## config.mk

```make
export PLATFORM = sky130hd
export DESIGN_NAME = audio_level_meter_flat
export DESIGN_NICKNAME = d
export VERILOG_FILES = /design/src/rtl/audio_level_meter_if.sv /design/src/rtl/audio_level_meter.sv /design/src/flat_wrapper.sv
export SDC_FILE = /design/constraint.sdc
export NUM_CORES = 1
export LEC_CHECK = 0
export BUFFER_PORTS_ARGS = -buffer_cell sky130_fd_sc_hd__buf_2
export CORE_MARGIN = 2
export CORE_UTILIZATION = 45
export CTS_CLUSTER_SIZE = 24
export DETAILED_ROUTE_END_ITERATION = 7
export GPL_TIMING_DRIVEN = 0
export PLACE_DENSITY_LB_ADDON = 0.05
export SETUP_SLACK_MARGIN = 0.5
export SYNTH_ARGS = -nofsm -noshare
export SYNTH_HDL_FRONTEND = slang
export SYNTH_SLANG_ARGS = --single-unit
```

## constraint.sdc

```tcl
create_clock -name clk -period 6.5 [get_ports clk]
set_input_delay 0.65 -clock clk [delete_from_list [all_inputs] [get_ports clk]]
set_output_delay 0.65 -clock clk [all_outputs]
set_load 0.005 [all_outputs]
```

## src/rtl/audio_level_meter_if.sv

```systemverilog
// Audio level meter bus: sample strobe in, envelope / bar / clip out.
//
// Handshake: sample_valid is a one-cycle strobe qualifying sample_in on the
// same rising edge. There is no ready; the meter accepts one sample on every
// cycle. level, bar and clip are level outputs that hold their value between
// updates. level reflects a strobe 2 edges later, and bar/clip reflect it
// 3 edges later.
interface audio_level_meter_if #(
  parameter int DATA_W   = 16,
  parameter int NUM_LEDS = 7
);
  logic                       sample_valid;
  logic signed [DATA_W-1:0]   sample_in;
  logic        [DATA_W-2:0]   level;
  logic        [NUM_LEDS-1:0] bar;
  logic                       clip;

  // The source drives samples and observes the meter outputs.
  modport master (
    output sample_valid,
    output sample_in,
    input  level,
    input  bar,
    input  clip
  );

  // The meter consumes samples and drives the outputs.
  modport slave (
    input  sample_valid,
    input  sample_in,
    output level,
    output bar,
    output clip
  );
endinterface

```

## src/rtl/audio_level_meter.sv

```systemverilog
// Peak-envelope VU meter. The envelope has instant attack, a hold period
// counted in samples, and exponential decay. It also drives a 6 dB/step
// thermometer bar and a sticky clip flag. The pipeline has three stages:
// magnitude, envelope update, and display registers.
module audio_level_meter #(
  parameter int DATA_W       = 16,
  parameter int NUM_LEDS     = 7,
  parameter int HOLD_SAMPLES = 4800,
  parameter int DECAY_SHIFT  = 6,
  parameter int CLIP_HOLD    = 24000
) (
  input  logic                 clk,
  input  logic                 rst,
  audio_level_meter_if.slave   bus
);

  localparam int AW = DATA_W - 1;
  localparam int HW = $clog2(HOLD_SAMPLES + 1);
  localparam int CW = $clog2(CLIP_HOLD + 1);

  localparam logic [AW-1:0]     FULL_SCALE = {AW{1'b1}};
  localparam logic [HW-1:0]     HOLD_INIT  = HW'(HOLD_SAMPLES);
  localparam logic [CW-1:0]     CLIP_INIT  = CW'(CLIP_HOLD);
  localparam logic [DATA_W-1:0] MOST_NEG   = {1'b1, {(DATA_W-1){1'b0}}};

  // Stage 1 registers.
  logic [AW-1:0] a_q;
  logic          v1_q;

  // Stage 2 registers.
  logic [AW-1:0] env_q;
  logic [HW-1:0] hold_cnt_q;
  logic [CW-1:0] clip_cnt_q;

  // Stage 3 registers.
  logic [NUM_LEDS-1:0] bar_q;
  logic                clip_q;

  // Combinational intermediates.
  logic [AW-1:0]       abs_c;
  logic [DATA_W-1:0]   neg_c;
  logic [AW-1:0]       decay_d_c;
  logic [AW-1:0]       decay_step_c;
  logic [AW-1:0]       env_d;
  logic [HW-1:0]       hold_cnt_d;
  logic [CW-1:0]       clip_cnt_d;
  logic [NUM_LEDS-1:0] bar_c;
  logic [AW-1:0]       thr_c;

  // Saturating magnitude: the most negative code has no positive twin,
  // so it maps onto full scale.
  always_comb begin
    abs_c = '0;
    neg_c = -bus.sample_in;
    if (bus.sample_in == MOST_NEG) begin
      abs_c = FULL_SCALE;
    end else if (bus.sample_in[DATA_W-1]) begin
      abs_c = neg_c[AW-1:0];
    end else begin
      abs_c = bus.sample_in[AW-1:0];
    end
  end

  // Stage 1: register the magnitude and flag that a sample is in flight.
  always_ff @(posedge clk or posedge rst) begin
    if (rst) begin
      a_q  <= '0;
      v1_q <= 1'b0;
    end else begin
      v1_q <= bus.sample_valid;
      if (bus.sample_valid) begin
        a_q <= abs_c;
      end
    end
  end

  // Envelope and counter next state. When the shifted decay amount reaches
  // zero, the envelope still steps down by one, so it always lands on 0.
  always_comb begin
    env_d        = env_q;
    hold_cnt_d   = hold_cnt_q;
    clip_cnt_d   = clip_cnt_q;
    decay_d_c    = env_q >> DECAY_SHIFT;
    decay_step_c = (decay_d_c != '0) ? decay_d_c
                                     : {{(AW-1){1'b0}}, (env_q != '0)};
    if (a_q >= env_q) begin
      env_d      = a_q;
      hold_cnt_d = HOLD_INIT;
    end else if (hold_cnt_q != '0) begin
      hold_cnt_d = hold_cnt_q - 1'b1;
    end else begin
      env_d = env_q - decay_step_c;
    end
    if (a_q == FULL_SCALE) begin
      clip_cnt_d = CLIP_INIT;
    end else if (clip_cnt_q != '0) begin
      clip_cnt_d = clip_cnt_q - 1'b1;
    end
  end

  // Stage 2: update the envelope only on samples, so hold and decay count
  // samples rather than clocks.
  always_ff @(posedge clk or posedge rst) begin
    if (rst) begin
      env_q      <= '0;
      hold_cnt_q <= '0;
      clip_cnt_q <= '0;
    end else if (v1_q) begin
      env_q      <= env_d;
      hold_cnt_q <= hold_cnt_d;
      clip_cnt_q <= clip_cnt_d;
    end
  end

  // Thermometer decode. Segment k lights at 2^(DATA_W-2-(NUM_LEDS-1-k)),
  // which places the top segment at 2^(DATA_W-2).
  always_comb begin
    bar_c = '0;
    thr_c = '0;
    for (int k = 0; k < NUM_LEDS; k++) begin
      thr_c = '0;
      thr_c[DATA_W-2-(NUM_LEDS-1-k)] = 1'b1;
      bar_c[k] = (env_q >= thr_c);
    end
  end

  // Stage 3: register the display outputs from the envelope and clip state.
  always_ff @(posedge clk or posedge rst) begin
    if (rst) begin
      bar_q  <= '0;
      clip_q <= 1'b0;
    end else begin
      bar_q  <= bar_c;
      clip_q <= (clip_cnt_q != '0);
    end
  end

  assign bus.level = env_q;
  assign bus.bar   = bar_q;
  assign bus.clip  = clip_q;

endmodule

```

## src/flat_wrapper.sv

```systemverilog
// flat-port wrapper written by rule: the top's interface ports become plain ports
module audio_level_meter_flat 
#(
  parameter int DATA_W       = 16,
  parameter int NUM_LEDS     = 7,
  parameter int HOLD_SAMPLES = 4800,
  parameter int DECAY_SHIFT  = 6,
  parameter int CLIP_HOLD    = 24000
)
  (clk, rst, bus_sample_valid, bus_sample_in, bus_level, bus_bar, bus_clip);
  audio_level_meter_if #(.DATA_W(DATA_W), .NUM_LEDS(NUM_LEDS)) bus_i ();
  input  logic clk;
  input  logic rst;
  input wire logic [$bits(bus_i.sample_valid)-1:0] bus_sample_valid;
  input wire logic [$bits(bus_i.sample_in)-1:0] bus_sample_in;
  output wire logic [$bits(bus_i.level)-1:0] bus_level;
  output wire logic [$bits(bus_i.bar)-1:0] bus_bar;
  output wire logic [$bits(bus_i.clip)-1:0] bus_clip;
  assign bus_i.sample_valid = bus_sample_valid;
  assign bus_i.sample_in = bus_sample_in;
  assign bus_level = bus_i.level;
  assign bus_bar = bus_i.bar;
  assign bus_clip = bus_i.clip;
  audio_level_meter #(.DATA_W(DATA_W), .NUM_LEDS(NUM_LEDS), .HOLD_SAMPLES(HOLD_SAMPLES), .DECAY_SHIFT(DECAY_SHIFT), .CLIP_HOLD(CLIP_HOLD)) u_core (.clk(clk), .rst(rst), .bus(bus_i));
endmodule
```

* After elaboration in Yosys (flattened, before gate mapping) *
Cells that the tools add are included.

storage, ports and cells
  register bits = 67
  output and inout port bits = 23
  logic and storage cells = 40

operators by class
  $add $sub $neg = 4
  magnitude comparators = 8
  equality and inequality tests = 3
  mux-type cells = 9
  reductions and logical operators = 9

operator list
  kind                                                                 number
  2-to-1 mux 15 bit                                                    6
  nonzero test 15 bit                                                  3
  2-to-1 mux 13 bit                                                    2
  == test 16 bit, second input constant                                1
  == test 15 bit, second input constant                                1
  greater-or-equal comparator 15 x 10 -> 1 bit, second input constant  1
  greater-or-equal comparator 15 x 11 -> 1 bit, second input constant  1
  greater-or-equal comparator 15 x 12 -> 1 bit, second input constant  1
  greater-or-equal comparator 15 x 13 -> 1 bit, second input constant  1
  greater-or-equal comparator 15 x 14 -> 1 bit, second input constant  1
  greater-or-equal comparator 15 bit                                   1
  greater-or-equal comparator 15 bit, second input constant            1
  greater-or-equal comparator 15 x 9 -> 1 bit, second input constant   1
  negator 15 bit                                                       1
  subtractor 15 x 1 -> 15 bit, second input constant                   1
  subtractor 15 bit                                                    1
  nonzero test 13 bit                                                  1
  subtractor 13 x 1 -> 13 bit, second input constant                   1
  2-to-1 mux 9 bit                                                     1
  AND reduction 2 bit                                                  3
  nonzero test 2 bit                                                   2
  inequality test 2 x 1 -> 1 bit, second input constant                1

* Depth between registers and ports, before layout *
  word-level depth = 5
  depth in mapped cells = 13
  gate-level depth less buffers = 13

* Least setup slack after synthesis *
Ideal clock, no wire load.

  path type = reg2reg
  start point = register u_core.env_q[13] (netlist: u_core.bus.level[13])
  end point = register u_core.env_q[14] (netlist: u_core.bus.level[14])
  data arrival time = 2565 ps
  data required time = 6421 ps
  slack = 3856 ps
  cell stages (with the launch flop) = 13
  path buffers = 0
  period minus slack after synthesis = 2644 ps
  cell sequence = dfrtp_1 nor2_1 nand4_1 o21ai_0 ha_1 inv_1 fa_1 a211oi_1 o21ai_0 nand3_1 nand4_1 a21oi_1 a2bb2oi_1

on the way
  longest elaborated chain between the ends = 5
  elaborated cells between the ends (all ways) = 9
  classes of those cells = add/sub (1); order compare (1); eq/ne (1); mux (3); reduce/logical (3)

ends and longest elaborated chain
  what                                    RTL line                                          RTL
  start: declaration                      audio_level_meter.sv:31                           logic [AW-1:0] env_q;
  start signal: assignment                audio_level_meter.sv:109                          env_q <= env_d;
  nonzero test 15 bit (on tied branches)  audio_level_meter.sv:85, audio_level_meter.sv:84
  2-to-1 mux 9 bit                        audio_level_meter.sv:84                           decay_step_c = (decay_d_c != '0) ? decay_d_c
  subtractor 15 bit                       audio_level_meter.sv:92                           env_d = env_q - decay_step_c;
  2-to-1 mux 15 bit                       audio_level_meter.sv:89                           end else if (hold_cnt_q != '0) begin
  2-to-1 mux 15 bit                       audio_level_meter.sv:86                           if (a_q >= env_q) begin

Parallel ways exist; a longest one is shown, timed or not. The select of a mux whose other input is x is not followed.
A chain may end at the register's enable or synchronous reset.

* Worst setup path in the final report *
Ends and elaborated chain as after synthesis.

==> summary.txt <==
status -> finished clean
CTS resizes -> 0
clock sinks -> 67
Peak VDD IR -> 0.1673 mV
TritonCTS clock tree -> yes
CP max stage delay -> 470 ps
Hold WS -> 420.0 ps
Setup violations, final -> 0
Fin. Hold Viols -> 0
Clock Latency Late Sink -> 350 ps
setup_tns -> 0 ps
RSZ-0062 raised after global routing -> no
number of enable flip-flop cells after synthesis -> 0
vias per cell -> 5.684
clk buf depth -> 2
CP Class -> reg -> reg
slowest cell on the critical path -> dfrtp_1
ant diodes -> 0
DRT met1 WL -> 5.327 mm
Max Cap Viol -> 0
die area -> 10320 um2
Post-Syn Area -> 4287 um2
CP required -> 6780 ps
Synth Net Count -> 529
top cells by area, synth -> dfrtp_1 39%, ha_1 7.9%, a21oi_1 4.1%
Final Slew Violations -> 0
skew final -> 9.973 ps
CP Cell Sequence -> nor2_1 > nand4_1 > o21ai_0 > ha_1 > inv_1 > fa_1 > a211oi_1 > o21ai_0 > nand3_1 > nand4_1 > a21oi_1 > a2bb2oi_1
r2r setup slk -> 3090 ps
share of post-route cells with drive strength above 1 -> 12.99%
Core Footprint -> 9240 um2
worst-path fanout max -> 7
cell with the most instances after synthesis -> dfrtp_1
DR top layer -> met4
row cnt -> 35
crit path launch type -> register
fin cells -> 668
FFs w/ async S/R, synth -> 100.0%
final critical-path required period -> 3410 ps
max_slew headroom -> 43.12%
vias in the first global route -> 3661
GPL Wtd Cong -> 0.8610
Tcrit/Tclk final -> 52.46%
I/O Buffers -> 41
CTS Buf Count -> 9
Post-CTS Setup Bufs -> 0
P per Cell Area -> 448.9 nW/um2
WL final -> 10.79 mm
fmax -> 293.3 MHz
GR Overflow Total -> 0
ANT nets after route -> 0
Ys Warns -> 0
area fraction of the dominant cell type after synthesis -> 39.11%
cell accounting for the most synthesized area -> dfrtp_1
DRC Markers -> 0
count of cell types in the netlist -> 61
Post-Synthesis Cells -> 482
H-tree levels -> 3
drt initial violations -> 203
Slew @ Worst Pin -> 853.3 ps
Critical Path End Type -> register
top_reg_cell synth -> dfrtp_1
Layout area overhead -> 13.81%
Arr. time, crit path -> 3690 ps
register bit count reported by yosys -> 67
initial antenna violation count -> 0
drt wl/cell -> 16.15 um
clk root buf -> clkbuf_8
Worst Hold Class -> in -> reg
gr usage total -> 22.51%
met2 wire length -> 4.849 mm
DP Cell Count -> 652
DP HPWL -> 7.913 mm
Starting Density -> 46.39%
met3 wire length -> 487 um
hold buffers post-CTS -> 0
leakage -> 2.151 nW
DR pass1 iterations -> 5
via count -> 3797
largest net degree at the start of global routing -> 68
IO Pins -> 42
top cells by count, synth -> 67 x dfrtp_1, 40 x inv_1, 37 x nor2_1
first-pass GRT wire length -> 18.28 mm
Final #Nets -> 581
die width -> 101.6 um
post-synthesis sequential area ratio -> 39.11%
Worst-path clk slew -> 80 ps
Die H -> 101.6 um
Synth Area per Inst -> 8.893 um2
==> metal layers <==
layer  vias up  track usage (%)
met1      1827            33.19
met5         -                0
met3        13            2.553
met4         0            6.237
li1       1865                -
met2        92            35.02
==> cell families after synthesis <==
group	Yosys count	share of synthesized area (%)
AOI/OAI and AO/OA	131	20.08
xor gates and xnor gates	23	4.699
adders and majority gates	28	8.348
buffers and inverters	61	5.545
DFF	67	39.11
muxes	8	1.897
and+or+nand+nor	164	20.32
==> path summary, 6_finish.rpt <==
kind                       cells past startpoint                                end                              start
min                                            1              u_core.v1_q$_DFF_PP0_                   bus_sample_valid
max in group asynchronous                      2          u_core.a_q[5]$_DFFE_PP0P_                                rst
min in group asynchronous                      2   u_core.hold_cnt_q[9]$_DFFE_PP0P_                                rst
min reg2reg                                    2  u_core.clip_cnt_q[14]$_DFFE_PP0P_  u_core.clip_cnt_q[14]$_DFFE_PP0P_
max                                           12   u_core.bus.level[14]$_DFFE_PP0P_   u_core.bus.level[13]$_DFFE_PP0P_
max reg2reg                                   12   u_core.bus.level[14]$_DFFE_PP0P_   u_core.bus.level[13]$_DFFE_PP0P_
==> power breakdown <==
part	total (W)	internal, W	switching [W]
Combinational	0.00110	0.000467	0.000635
Clock	0.000392	0.000219	0.000173
Sequential	0.000696	0.000540	0.000156
Total	0.00219	0.00123	0.000965
==> worst max-delay path: cells and delay by family (launching register included) <==
family,cells,cell delay [ps]
buffers and inverters,1,60
AO/OA/AOI/OAI,5,1140
AND/OR/NAND/NOR,4,1020
adder cells (fa/ha/maj),2,630
flip-flops,1,470
==> final cells by class <==
class | count | area [um2]
Fill cell | 884 | 4362
Multi-Input combinational cell | 354 | 2372
Sequential cell | 67 | 1677
Timing Repair Buffer | 41 | 205.2
Tap cell | 129 | 161.4
Inverter | 41 | 156.4
Clock buffer | 9 | 123.9
Clock inverter | 7 | 98.84
Buffer | 20 | 83.83
==> per-stage QoR <==
| step | power [W] | setup WS [ps] | cell area [um2] | utilization [%] |
|---|---|---|---|---|
| global route | 0.002388 | 2850 | 4878 | 52.80 |
| detailed placement | 0.001789 | 3135 | 4656 | 50.39 |
| floorplan | 0.001471 | 3856 | 4287 | - |
| CTS | 0.002193 | 3110 | 4878 | 52.80 |
| finish | 0.002190 | 3090 | 4878 | 52.80 |
| global placement | 0.001772 | 3172 | 4653 | 50.36 |
==> sequential cells by signal (all words and copies together), names as in the netlist <==
signal,flops
u_core.a_q,15
u_core.hold_cnt_q,13
u_core.bus.clip,1
u_core.v1_q,1
u_core.bus.level,15
u_core.clip_cnt_q,15
u_core.bus.bar,7
==> layout by cell type, fill, tap and decap left out, types with 9 or more instances in the layout <==
cell,count
o21ai_0,31
nand4_1,11
buf_2,42
nor4_1,16
o31ai_1,10
xnor2_1,12
nand2_1,32
a21oi_1,35
o22ai_1,9
ha_1,27
nor2_1,37
nor3_1,14
clkbuf_8,9
xor2_1,11
inv_1,39
dfrtp_1,67
nand3_1,9
clkbuf_1,17
Power figures use the tool's default switching activity.
